`src/rtl/col_sense_ctrl_pkg.sv`:
```
`default_nettype none
// ============================================================================
//  Module      : col_sense_ctrl_pkg
//  Description : Shared types and constants for the column sense controller:
//                read-sequence state encoding, column width, default phase
//                lengths and phase counter width.
//  Revision    : 1.0 - initial release
// ============================================================================
package col_sense_ctrl_pkg;

    localparam int unsigned c_col_w       = 8;
    localparam int unsigned c_cnt_w       = 4;
    localparam int unsigned c_pre_cyc_def = 2;
    localparam int unsigned c_dev_cyc_def = 3;

    typedef enum logic [2:0] {
        IDLE  = 3'd0,
        PRE   = 3'd1,
        DEV   = 3'd2,
        SENSE = 3'd3,
        LATCH = 3'd4
    } state_t;

endpackage
`default_nettype wire

```
`src/rtl/col_sense_ctrl_resolve.sv`:
```
`default_nettype none
// ============================================================================
//  Module      : col_resolve
//  Description : Combinational per-column resolution of digitized BL/BLB
//                pairs into a data bit; equal levels mark the column as
//                unresolved, force its bit to 0 and raise the error flag.
//  Revision    : 1.0 - initial release
// ============================================================================
module col_resolve
    import col_sense_ctrl_pkg::*;
#(
    parameter int unsigned WIDTH = c_col_w
) (
    input  logic [WIDTH-1:0] i_bl,
    input  logic [WIDTH-1:0] i_blb,
    output logic [WIDTH-1:0] o_data,
    output logic             o_err
);

    logic [WIDTH-1:0] w_unres;

    for (genvar i = 0; i < WIDTH; i++) begin : g_col
        // A differential pair reads 1 only for BL high / BLB low.
        assign o_data[i]  = i_bl[i] & ~i_blb[i];
        assign w_unres[i] = ~(i_bl[i] ^ i_blb[i]);
    end

    assign o_err = |w_unres;

endmodule
`default_nettype wire

```
`src/rtl/col_sense_ctrl.sv`:
```
`default_nettype none
// ============================================================================
//  Module      : col_sense_ctrl
//  Description : Column read sequencer: precharge, bitline development,
//                sense and latch phases with registered control outputs,
//                registered read data and an unresolved-column error flag.
//  Revision    : 1.0 - initial release
// ============================================================================
module col_sense_ctrl
    import col_sense_ctrl_pkg::*;
#(
    parameter int unsigned PRE_CYC = c_pre_cyc_def,
    parameter int unsigned DEV_CYC = c_dev_cyc_def
) (
    input  logic               clk,
    input  logic               rst_n,
    input  logic               cs,
    input  logic               r_en,
    input  logic [c_col_w-1:0] BL,
    input  logic [c_col_w-1:0] BLB,
    output logic               pre_n,
    output logic               wl_en,
    output logic               sa_en,
    output logic [c_col_w-1:0] data_out,
    output logic               valid,
    output logic               err,
    output logic               busy
);

    localparam logic [c_cnt_w-1:0] c_pre_last = c_cnt_w'(PRE_CYC - 1);
    localparam logic [c_cnt_w-1:0] c_dev_last = c_cnt_w'(DEV_CYC - 1);

    state_t               r_state;
    state_t               w_state_nxt;
    logic [c_cnt_w-1:0]   r_cnt;
    logic [c_cnt_w-1:0]   w_cnt_nxt;
    logic                 w_sample;
    logic [c_col_w-1:0]   w_col_data;
    logic                 w_col_err;

    col_resolve #(
        .WIDTH (c_col_w)
    ) u_col_resolve (
        .i_bl   (BL),
        .i_blb  (BLB),
        .o_data (w_col_data),
        .o_err  (w_col_err)
    );

    // State and phase counter registers.
    always_ff @(posedge clk) begin
        if (!rst_n) begin
            r_state <= IDLE;
            r_cnt   <= '0;
        end else begin
            r_state <= w_state_nxt;
            r_cnt   <= w_cnt_nxt;
        end
    end

    // Next-state logic; the counter restarts at zero on every phase change
    // and a dropped chip select aborts any active phase back to IDLE.
    always_comb begin
        w_state_nxt = r_state;
        w_cnt_nxt   = '0;
        w_sample    = 1'b0;
        case (r_state)
            IDLE: begin
                if (cs && r_en) w_state_nxt = PRE;
            end
            PRE: begin
                if (!cs)                     w_state_nxt = IDLE;
                else if (r_cnt == c_pre_last) w_state_nxt = DEV;
                else                          w_cnt_nxt   = r_cnt + 1'b1;
            end
            DEV: begin
                if (!cs)                     w_state_nxt = IDLE;
                else if (r_cnt == c_dev_last) w_state_nxt = SENSE;
                else                          w_cnt_nxt   = r_cnt + 1'b1;
            end
            SENSE: begin
                if (!cs) begin
                    w_state_nxt = IDLE;
                end else begin
                    w_state_nxt = LATCH;
                    w_sample    = 1'b1;
                end
            end
            LATCH:   w_state_nxt = IDLE;
            default: w_state_nxt = IDLE;
        endcase
    end

    // Outputs are decoded from the next state so they are registered yet
    // line up with the state they describe; wordline and precharge are
    // mutually exclusive by construction, abort included.
    always_ff @(posedge clk) begin
        if (!rst_n) begin
            pre_n    <= 1'b1;
            wl_en    <= 1'b0;
            sa_en    <= 1'b0;
            data_out <= '0;
            valid    <= 1'b0;
            err      <= 1'b0;
            busy     <= 1'b0;
        end else begin
            pre_n <= (w_state_nxt != PRE);
            wl_en <= (w_state_nxt == DEV) || (w_state_nxt == SENSE);
            sa_en <= (w_state_nxt == SENSE);
            valid <= w_sample;
            err   <= w_sample & w_col_err;
            busy  <= (w_state_nxt != IDLE);
            if (w_sample) data_out <= w_col_data;
        end
    end

endmodule
`default_nettype wire

```
`config.mk`:
```
export PLATFORM = sky130hd
export DESIGN_NAME = col_sense_ctrl
export DESIGN_NICKNAME = d
export VERILOG_FILES = /design/src/rtl/col_sense_ctrl_pkg.sv /design/src/rtl/col_sense_ctrl_resolve.sv /design/src/rtl/col_sense_ctrl.sv
export SDC_FILE = /design/constraint.sdc
export NUM_CORES = 1
export LEC_CHECK = 0
export ABC_AREA = 1
export BUFFER_PORTS_ARGS = -buffer_cell sky130_fd_sc_hd__buf_2
export CAP_MARGIN = 20
export CORE_MARGIN = 3
export CORE_UTILIZATION = 40
export CTS_BUF_LIST = sky130_fd_sc_hd__clkbuf_16
export DETAILED_ROUTE_END_ITERATION = 8
export GPL_ROUTABILITY_DRIVEN = 0
export MAX_ROUTING_LAYER = met4
export PLACE_DENSITY = 0.7
export SETUP_SLACK_MARGIN = 0.3
export SKIP_CTS_REPAIR_TIMING = 1
export SYNTH_ARGS = -nofsm -noshare
export SYNTH_HDL_FRONTEND = slang
export SYNTH_SLANG_ARGS = --single-unit
```
`constraint.sdc`:
```
create_clock -name clk -period 1.52 [get_ports clk]
set_clock_uncertainty 0.2 [all_clocks]
set_input_delay 0.076 -clock clk [delete_from_list [all_inputs] [get_ports clk]]
set_output_delay 0.076 -clock clk [all_outputs]
set_load 0.01 [all_outputs]
```
==> qor.yml, run 1 <==
floorplan:
  design.die.area_um2: 2966
  rows: 16
  fp.dieW_um: 54.47
  start_util_pct: 45.13
  die_h_um: 54.47
  ios: 34
  core_area_um2: 2082
sta:
  slew_viol_final: 0
  slew_headroom_pct: 71.17
  finalSetupViolCount: 0
  fin_crit_ns: 1.278
  rsz0062_at_grt: "yes"
  fmax_mhz: 782.7
  setup_ws_ns: 0.2423
  hold_viol_final: 5
  fin_hold_ws_ns: -0.01698
  fin_crit_sh_pct: 84.06
  tns_ns: 0
  worst_slew_pin_slew_ns: 0.4284
worst_setup_path:
  cp_max_fo: 11
  crit_required_ns: 1.51
  reg2reg_depth: 6
  cp-startpoint: "r_state[2]$_SDFF_PN0_"
  reg2reg_to: "err$_SDFF_PN0_"
  cp-endpoint: "err$_SDFF_PN0_"
  crit_arrival_ns: 1.27
  timing.rr.start: "r_state[2]$_SDFF_PN0_"
  worst_setup_path_end_kind: "flop"
  path_class: "flop to flop"
  startpoint_type: "flop"
  r2r_slack_ns: 0.24
drt:
  vias: 876
  wl_um: 2184
  wl_per_cell_um: 11.56
  via_per_inst: 4.635
  ant_nets: 0
  drt-pass1-iter-count: 4
  drtIter0Drc: 13
  drc: 0
placed_design:
  io_buffer_count: 33
  post-place-ws_ns: 0.2043
  hpwl_um: 1459
clock_tree:
  cts_made_buffers: 3
  clock_path_buffers: 2
  clock-root-buffer: "clkbuf_16"
  clock_latency_ns: 0.25
  clk_pin_slew_worst_paths_ns: 0.06
  cts_max_level: 1
  cts_tree: "built"
  clock-sinks: 21
final_layout:
  seqCellArea_um2: 424.2
  nNetsFinal: 191
  diodes: 0
  multi_input_area_um2: 462.9
  area_growth_pct: 38.48
  drive_gt1_share_pct: 35.19
  fillers: 197
logic_synthesis:
  yosys.area.top_type: "dfxtp_1"
  syn_inst: 121
  yosys-top-cells-area: "dfxtp_1, ha_1, nor2_1, inv_1, nand2_1"
  seq_area_frac_synth_pct: 44.74
  synth-seq-cells: 21
  synthesis.area_um2: 939.7
  yosysUniqueCellTypes: 21
  synth_nets: 149
  synth.avg_cell_area_um2: 7.766
  synth_top_area_share_pct: 44.74
  yosys_warnings: 0
grt:
  grt_max_degree: 14
  grt-ovfl-total: 0
  grt_use_total_pct: 15.39
  grt_pass1_wl_um: 3118
  grt_pass1_vias: 793
  antenna_found_initial: 0
run_status:
  status: "complete, but fails checks"
  violations: "negative hold slack"
power_and_ir_drop:
  total_power_mw: 1.195
  power_density_nw_per_um2: 918.1
  p_leak_nw: 0.7127
  ir_drop_mv: 0.7265
worst_hold_path:
  hold_path.class: "input pin to flop"
run:
  maxCapViolCount: 0
==> cell type report <==
| class | count | share of cell area (%) |
|---|---|---|
| multi-input cells | 78 | 35.58 |
| flip-flops and latches | 21 | 32.60 |
| repair buffers | 39 | 17.21 |
| inverters | 20 | 5.962 |
| clock buffers | 3 | 5.769 |
| well taps | 27 | 2.596 |
| clock inverters | 1 | 0.2885 |
==> flip-flops by register name, summed over array words and instances, names as in the netlist <==
signal / flops
data_out: 8
r_cnt: 4
r_state: 3
busy: 1
err: 1
pre_n: 1
sa_en: 1
valid: 1
wl_en: 1
==> per-stage QoR <==
stage	hold WS (ns)	util, %	cell area, um2	std cells
floorplan	0.01171	-	939.7	121
global placement	0.1613	53.91	1122	179
detailed placement	0.1647	53.91	1122	179
CTS	-0.09663	57.69	1201	183
global route	0.01382	62.50	1301	189
finish	-0.01698	62.50	1301	189
==> cells in the final DEF, fill, tap and decap left out, types with 2 or more instances in the layout <==
| cell | synthesis | final |
|---|---|---|
| inv_1 | 19 | 19 |
| dfxtp_1 | 21 | 18 |
| dfxtp_2 | 0 | 3 |
| o21ai_1 | 1 | 3 |
| nand3_1 | 2 | 2 |
| buf_2 | 1 | 33 |
| nand2_1 | 16 | 13 |
| o21ai_0 | 11 | 9 |
| clkbuf_16 | 0 | 3 |
| nor4_1 | 2 | 2 |
| nor2_1 | 25 | 20 |
| dlygate4sd3_1 | 0 | 4 |
| nand2_2 | 1 | 3 |
| nor2_2 | 2 | 5 |
| nor2_4 | 1 | 3 |
| ha_1 | 8 | 8 |
| a21oi_1 | 4 | 4 |
==> power breakdown <==
| part | internal, mW | switching [mW] |
|---|---|---|
| registers | 0.556 | 0.00197 |
| clock network | 0.350 | 0.197 |
| logic | 0.0445 | 0.0456 |
| total | 0.951 | 0.244 |
==> layer usage <==
| metal | GRT usage [%] | wire, um | part of all wire, % | vias up |
|---|---|---|---|---|
| met2 | 24.30 | 1035 | 47 | 31 |
| met5 | - | 0 | 0 | - |
| met4 | 7.469 | 23 | 1.1 | 0 |
| met3 | 4.087 | 143 | 6.5 | 2 |
| met1 | 18.03 | 982 | 45 | 381 |
| li1 | - | - | - | 462 |
==> cells in the mapped netlist <==
master / instances
a21oi_1: 4
inv_1: 19
nand3_2: 1
a21boi_2: 1
nor2_2: 2
nand4_1: 1
xor2_1: 1
inv_2: 1
buf_6: 1
nor2_1: 25
ha_1: 8
buf_2: 1
o21ai_1: 1
nand3_1: 2
nor3_1: 1
nor2_4: 1
nor4_1: 2
dfxtp_1: 21
nand2_1: 16
nand2_2: 1
o21ai_0: 11
==> worst min-delay path by stage <==
| stage | from | end | depth (start not counted) |
|---|---|---|---|
| floorplan | rst_n | data_out[1]$_SDFFE_PN0P_ | 2 |
| global placement | rst_n | pre_n$_SDFF_PN1_ | 2 |
| detailed placement | rst_n | pre_n$_SDFF_PN1_ | 2 |
| CTS | rst_n | pre_n$_SDFF_PN1_ | 2 |
| global route | BL[3] | data_out[3]$_SDFFE_PN0P_ | 4 |
| finish | BL[0] | data_out[0]$_SDFFE_PN0P_ | 4 |
==> critical path, stage by stage, from the launching register on <==
cell and delay (ns):
dfxtp_2 0.33, inv_2 0.07, nand2_4 0.06, nor2_4 0.20, inv_4 0.10, nor2_2 0.10
a21boi_2 0.15
==> kinds of logic (layout without fill, tap and decap cells) <==
logic type / after synthesis / in the layout / share of synthesized area (%)
simple gates: 52 / 52 / 24.23
buf+inv: 22 / 63 / 9.720
flops: 21 / 21 / 44.74
compound gates: 17 / 17 / 9.720
fa+ha+maj: 8 / 8 / 10.65
xor+xnor: 1 / 1 / 0.9323
No activity file was read; power rests on OpenSTA's default activity.
==> inputs of run 2 (changes only) <==
==> constraint.sdc (replaced) <==
create_clock -name clk -period 1.35 [get_ports clk]
set_clock_uncertainty 0.2 [all_clocks]
set_input_delay 0.0675 -clock clk [delete_from_list [all_inputs] [get_ports clk]]
set_output_delay 0.0675 -clock clk [all_outputs]
set_load 0.01 [all_outputs]
==> qor.yml, run 2 (synthesis gave the netlist of run 1 again) <==
run_status:
  status: "complete, but fails checks"
  violations: "negative hold slack"
sta:
  tns_ns: 0  # unchanged
  fin_crit_sh_pct: 92.11  # +8.1 points
  fin_crit_ns: 1.243  # -0.03420 ns
  worst_slew_pin_slew_ns: 0.3901  # -0.03836 ns
  fin_hold_ws_ns: -0.03563  # -0.01865 ns
  slew_headroom_pct: 73.76  # +2.6 points
  finalSetupViolCount: 0  # unchanged
  hold_viol_final: 9  # +4
  fmax_mhz: 804.2  # +2.8%
  slew_viol_final: 0  # unchanged
  rsz0062_at_grt: "yes"
clock_tree:
  clock-sinks: 21  # unchanged
  clock_path_buffers: 2  # unchanged
  clock-root-buffer: "clkbuf_16"
  cts_max_level: 1  # unchanged
  cts_made_buffers: 3  # unchanged
  cts_tree: "built"
  clock_latency_ns: 0.25  # about the same
  clk_pin_slew_worst_paths_ns: 0.05  # about the same
floorplan:
  ios: 34  # unchanged
  design.die.area_um2: 2966  # unchanged
  rows: 16  # unchanged
  fp.dieW_um: 54.47  # unchanged
  core_area_um2: 2082  # unchanged
  die_h_um: 54.47  # unchanged
  start_util_pct: 45.13  # unchanged
worst_setup_path:
  r2r_slack_ns: 0.11  # -0.14 ns
  crit_arrival_ns: 1.23  # -0.04 ns
  startpoint_type: "flop"
  path_cells: "inv_2 -> nand2_4 -> nor2_4 -> inv_4 -> nor2_2 -> a21boi_2"
  path_class: "flop to flop"
  critPathMaxStageDelay_ns: 0.33  # about the same
  cp_max_fo: 11  # unchanged
  cp-startpoint: "r_state[2]$_SDFF_PN0_"
  worst_setup_path_end_kind: "flop"
  critical_path.top_delay_family: "simple AND/OR/NAND/NOR gates"
  cp_num_buf_inv: 2  # unchanged
  crit_path_top_delay_cell: "dfxtp_2"
  crit_required_ns: 1.33  # -0.18 ns
  timing.rr.start: "r_state[2]$_SDFF_PN0_"
drt:
  wl_per_cell_um: 11.54  # -0.16%
  drc: 0  # unchanged
  via_per_inst: 4.789  # +3.3%
  drt-pass1-iter-count: 4  # unchanged
  vias: 910  # +3.9%
  wl_um: 2192  # +0.37%
  ant_nets: 0  # unchanged
  drtIter0Drc: 7  # -6
final_layout:
  max_flop_register: "data_out"
  drive_gt1_share_pct: 47.24  # +12 points
  area_growth_pct: 44.07
  largest_reg_flops: 8  # unchanged
  mostFrequentLayoutCells: "buf_2, nor2_1, inv_1, dfxtp_1, nand2_1"
  layout.cells.non_filler: 190  # +0.53%
  nNetsFinal: 192  # +0.52%
  layout_commonest_cell: "buf_2"
  diodes: 0  # unchanged
  fillers: 184  # -6.6%
  top_regs: "data_out x8, r_cnt x4, r_state x3"
power_and_ir_drop:
  ir_drop_mv: 0.6995  # -3.7%
  p_leak_nw: 0.7318  # +2.7%
  power_density_nw_per_um2: 977.0  # +6.4%
  total_power_mw: 1.323  # +11%
placed_design:
  io_buffer_count: 33  # unchanged
  dp_cells: 179  # unchanged
  hpwl_um: 1565  # +7.3%
worst_hold_path:
  hold_path.class: "input pin to flop"
  min-delay-start: "r_en"
grt:
  grt-ovfl-total: 0  # unchanged
  grt_max_degree: 14  # unchanged
  grt_pass1_vias: 798  # +0.63%
  antenna_found_initial: 0  # unchanged
  grt_use_total_pct: 16.38  # +0.99 points
  grt_pass1_wl_um: 3256  # +4.4%
run:
  maxCapViolCount: 0  # unchanged
==> run 2: cell count changes in the layout (fill, tap and decap cells not counted), moves of 2 or more <==
| cell | change |
|---|---|
| dfxtp_2 | +2 |
| dfxtp_1 | -3 |
| nor2_4 | +3 |
| inv_1 | -4 |
| nand2_2 | +4 |
| nand2_1 | -4 |
| buf_4 | +4 |
| dlygate4sd3_1 | -3 |
| nor2_2 | -3 |
| o21ai_2 | +2 |
| inv_2 | +4 |
==> run 2: per-stage QoR <==
step | area, um2 | util (%) | hold slack [ns] | worst slack (ns)
6_report | 1354 | 65.02 | -0.03563 | 0.1065
3_5_place_dp | 1140 | 54.75 | 0.1658 | 0.02033
4_1_cts | 1219 | 58.53 | -0.08777 | 0.01462
2_1_floorplan | 957.2 | - | -0.002452 | 0.1767
3_3_place_gp | 1140 | 54.75 | 0.1572 | 0.07061
5_1_grt | 1354 | 65.02 | -0.004725 | 0.02317
==> run 2: metal layers <==
layer | global-route usage, % | part of all wire (%) | vias to the layer above
li1 | - | - | 466
met1 | 18.70 | 41 | 415
met2 | 24.30 | 50 | 25
met3 | 5.177 | 6.6 | 4
met5 | - | 0 | -
met4 | 11.20 | 2.1 | 0
==> run 2: cell type report <==
type | count | area [um2] | share of cell area, %
timing repair buffer | 40 | 224.0 | 16.54
clock buffer | 3 | 75.07 | 5.545
sequential | 21 | 430.4 | 31.79
tap | 27 | 33.78 | 2.495
clock inverter | 1 | 3.754 | 0.2773
multi-input combinational | 78 | 509.2 | 37.62
inverter | 20 | 77.57 | 5.730
==> run 2: worst paths after layout <==
kind                         endpoint  cells after the start
max                    err$_SDFF_PN0_                      6
min                  pre_n$_SDFF_PN1_                      4
max reg2reg            err$_SDFF_PN0_                      6
min reg2reg  data_out[3]$_SDFFE_PN0P_                      2
==> run 2: worst reg2reg max path, stage by stage, from the launching register on <==
cell and delay (ns):
dfxtp_2 0.33, inv_2 0.06, nand2_4 0.06, nor2_4 0.15, inv_4 0.09, nor2_2 0.13, a21boi_2 0.16
==> run 2: where the power goes <==
group	internal (mW)	switching, mW	leakage, nW	total (mW)
sequential	0.624	0.00266	0.173	0.627
combinational	0.0484	0.0532	0.517	0.102
clock	0.393	0.201	0.0423	0.594
total	1.07	0.256	0.732	1.32
==> inputs of run 3 (changes only) <==
--- a/config.mk
+++ b/config.mk
@@ -8,6 +8,7 @@
 export ABC_AREA = 1
 export BUFFER_PORTS_ARGS = -buffer_cell sky130_fd_sc_hd__buf_2
 export CAP_MARGIN = 20
+export CORE_ASPECT_RATIO = 1.1
 export CORE_MARGIN = 3
 export CORE_UTILIZATION = 40
 export CTS_BUF_LIST = sky130_fd_sc_hd__clkbuf_16
==> constraint.sdc (replaced) <==
create_clock -name clk -period 1.35 [get_ports clk]
set_clock_uncertainty 0.2 [all_clocks]
set_input_delay 0.0675 -clock clk [delete_from_list [all_inputs] [get_ports clk]]
set_output_delay 0.0675 -clock clk [all_outputs]
set_load 0.005 [all_outputs]
==> qor.yml, run 3 (synthesis gave the netlist of run 1 again) <==
floorplan:
  die_h_um: 56.84  # +4.4%
  core_area_um2: 2106  # +1.1%
  fp.dieW_um: 52.21  # -4.1%
  design.die.area_um2: 2967  # about the same
  rows: 17  # +1
  ios: 34  # unchanged
  start_util_pct: 44.62  # -0.51 points
sta:
  finalSetupViolCount: 0  # unchanged
  fin_crit_sh_pct: 91.56  # -0.55 points
  rsz0062_at_grt: "yes"
  slew_headroom_pct: 74.32  # +0.57 points
  fmax_mhz: 809.1  # +0.60%
  worst_slew_pin_slew_ns: 0.3817  # -0.008419 ns
  fin_hold_ws_ns: -0.03559  # +0.00003500 ns
  fin_crit_ns: 1.236  # -0.007454 ns
  hold_viol_final: 13  # +4
  slew_viol_final: 0  # unchanged
  tns_ns: 0  # unchanged
power_and_ir_drop:
  switching_power_uw: 261.7  # +2.0%
  ir_drop_mv: 0.7143  # +2.1%
  p_leak_nw: 0.7185  # -1.8%
  seq_power_share_pct: 47.3  # about the same
  internal_power_mw: 1.065  # -0.13%
  power.share.switching_pct: 19.73  # +0.34 points
  power_density_nw_per_um2: 1006  # +3.0%
  power.share.clock_pct: 45.3  # +0.4 points
  comb_power_share_pct: 7.4  # -0.3 points
worst_setup_path:
  path_cells: "inv_2 -> nand2_4 -> nor2_4 -> inv_4 -> nor2_2 -> a21boi_2"
  critical_path.top_delay_family: "flip-flops"
  crit_arrival_ns: 1.22  # about the same
  cp_num_buf_inv: 2  # unchanged
  crit_path_top_delay_cell: "dfxtp_2"
  critPathMaxStageDelay_ns: 0.34  # about the same
  path_class: "flop to flop"
  worst_setup_path_end_kind: "flop"
  startpoint_type: "flop"
  crit_required_ns: 1.34  # about the same
  cp_max_fo: 11  # unchanged
grt:
  grt_pass1_wl_um: 3512  # +7.9%
  grt_use_total_pct: 16.08  # -0.30 points
  grt_max_degree: 14  # unchanged
  grt-ovfl-total: 0  # unchanged
  antenna_found_initial: 0  # unchanged
  grt_pass1_vias: 911  # +14%
drt:
  met1_length_um: 863  # -4.1%
  drtIter0Drc: 14  # +7
  met2_length_um: 1191  # +8.4%
  ant_nets: 0  # unchanged
  wl_um: 2232  # +1.8%
  drt-pass1-iter-count: 5  # +1
  vias: 918  # +0.88%
  wl_met3_um: 121  # -17%
  highest_layer: "met4"
  wl_per_cell_um: 11.87  # +2.9%
  via_per_inst: 4.883  # +2.0%
  drc: 0  # unchanged
final_layout:
  mostFrequentLayoutCells: "buf_2, nor2_1, inv_1"
  diodes: 0  # unchanged
  max_flop_register: "data_out"
  fillers: 176  # -4.3%
  seqCellArea_um2: 431.7  # +0.29%
  nNetsFinal: 189  # -1.6%
  area_growth_pct: 40.35
  largest_reg_flops: 8  # unchanged
  drive_gt1_share_pct: 45.63  # -1.6 points
  layout_commonest_cell: "buf_2"
  multi_input_area_um2: 498.0  # -2.2%
  top_regs: "data_out x8, r_cnt x4, r_state x3"
clock_tree:
  clock-sinks: 21  # unchanged
  clock-root-buffer: "clkbuf_16"
  clock_latency_ns: 0.25  # about the same
  clock_path_buffers: 2  # unchanged
  cts_max_level: 1  # unchanged
  cts_made_buffers: 3  # unchanged
  clk_pin_slew_worst_paths_ns: 0.05  # about the same
  cts_tree: "built"
run_status:
  status: "complete, but fails checks"
  violations: "negative hold slack"
worst_hold_path:
  hold_path.class: "input pin to flop"
run:
  maxCapViolCount: 0  # unchanged
placed_design:
  hpwl_um: 1525  # -2.6%
  io_buffer_count: 33  # unchanged
==> run 3: cell count changes in the layout (fill, tap and decap cells not counted) <==
cell and change:
buf_6 -1, nand2_1 +1, nor2_4 -1, nor2_2 +1, o21ai_2 -1, dfxtp_2 +1
dfxtp_1 -1, o21ai_0 +1, nand2_2 -1, buf_4 -2
==> run 3: worst reg2reg max path, stage by stage, from the launching register on <==
cell and delay [ns]:
dfxtp_2 0.34, inv_2 0.07, nand2_4 0.06, nor2_4 0.15, inv_4 0.09, nor2_2 0.12
a21boi_2 0.14
==> run 3: worst paths after layout <==
kind / from / to / slack (ns) / depth (start not counted)
max: r_state[2]$_SDFF_PN0_ / err$_SDFF_PN0_ / 0.11 / 6
min: rst_n / busy$_SDFF_PN0_ / -0.04 / 3
max reg2reg: r_state[2]$_SDFF_PN0_ / err$_SDFF_PN0_ / 0.11 / 6
min reg2reg: data_out[4]$_SDFFE_PN0P_ / data_out[4]$_SDFFE_PN0P_ / 0.31 / 2
==> run 3: area by class of cell <==
type	count	share of cell area (%)
Clock inverter	1	0.2846
Tap cell	28	2.657
Sequential cell	21	32.73
Multi-Input combinational cell	78	37.76
Timing Repair Buffer	37	14.99
Clock buffer	3	5.693
Inverter	20	5.882
==> run 3: power groups by stage <==
stage / registers [mW] / clock network, mW / logic, mW
final: 0.627 / 0.601 / 0.0987
after global routing: 0.628 / 0.638 / 0.113
after detailed placement: 0.641 / 0 / 0.0870
after global placement: 0.641 / 0 / 0.0840
after floorplan: 0.642 / 0 / 0.0440
after CTS: 0.628 / 0.608 / 0.0891
==> run 3: per-layer routing <==
| layer | vias to the layer above | track usage (%) |
|---|---|---|
| met1 | 421 | 17.26 |
| li1 | 458 | - |
| met4 | 0 | 9.489 |
| met2 | 31 | 26.57 |
| met3 | 8 | 3.448 |
| met5 | - | - |
==> run 3: metrics by stage <==
step | setup WS (ns) | util, % | cell area (um2) | instances | power [mW]
2_1_floorplan | 0.1767 | - | 957.2 | 121 | 0.6859
3_3_place_gp | 0.07659 | 54.19 | 1141 | 180 | 0.7251
3_5_place_dp | 0.04023 | 54.19 | 1141 | 180 | 0.7283
4_1_cts | 0.03342 | 57.93 | 1220 | 184 | 1.325
5_1_grt | 0.04891 | 62.63 | 1319 | 188 | 1.378
6_report | 0.1140 | 62.63 | 1319 | 188 | 1.327
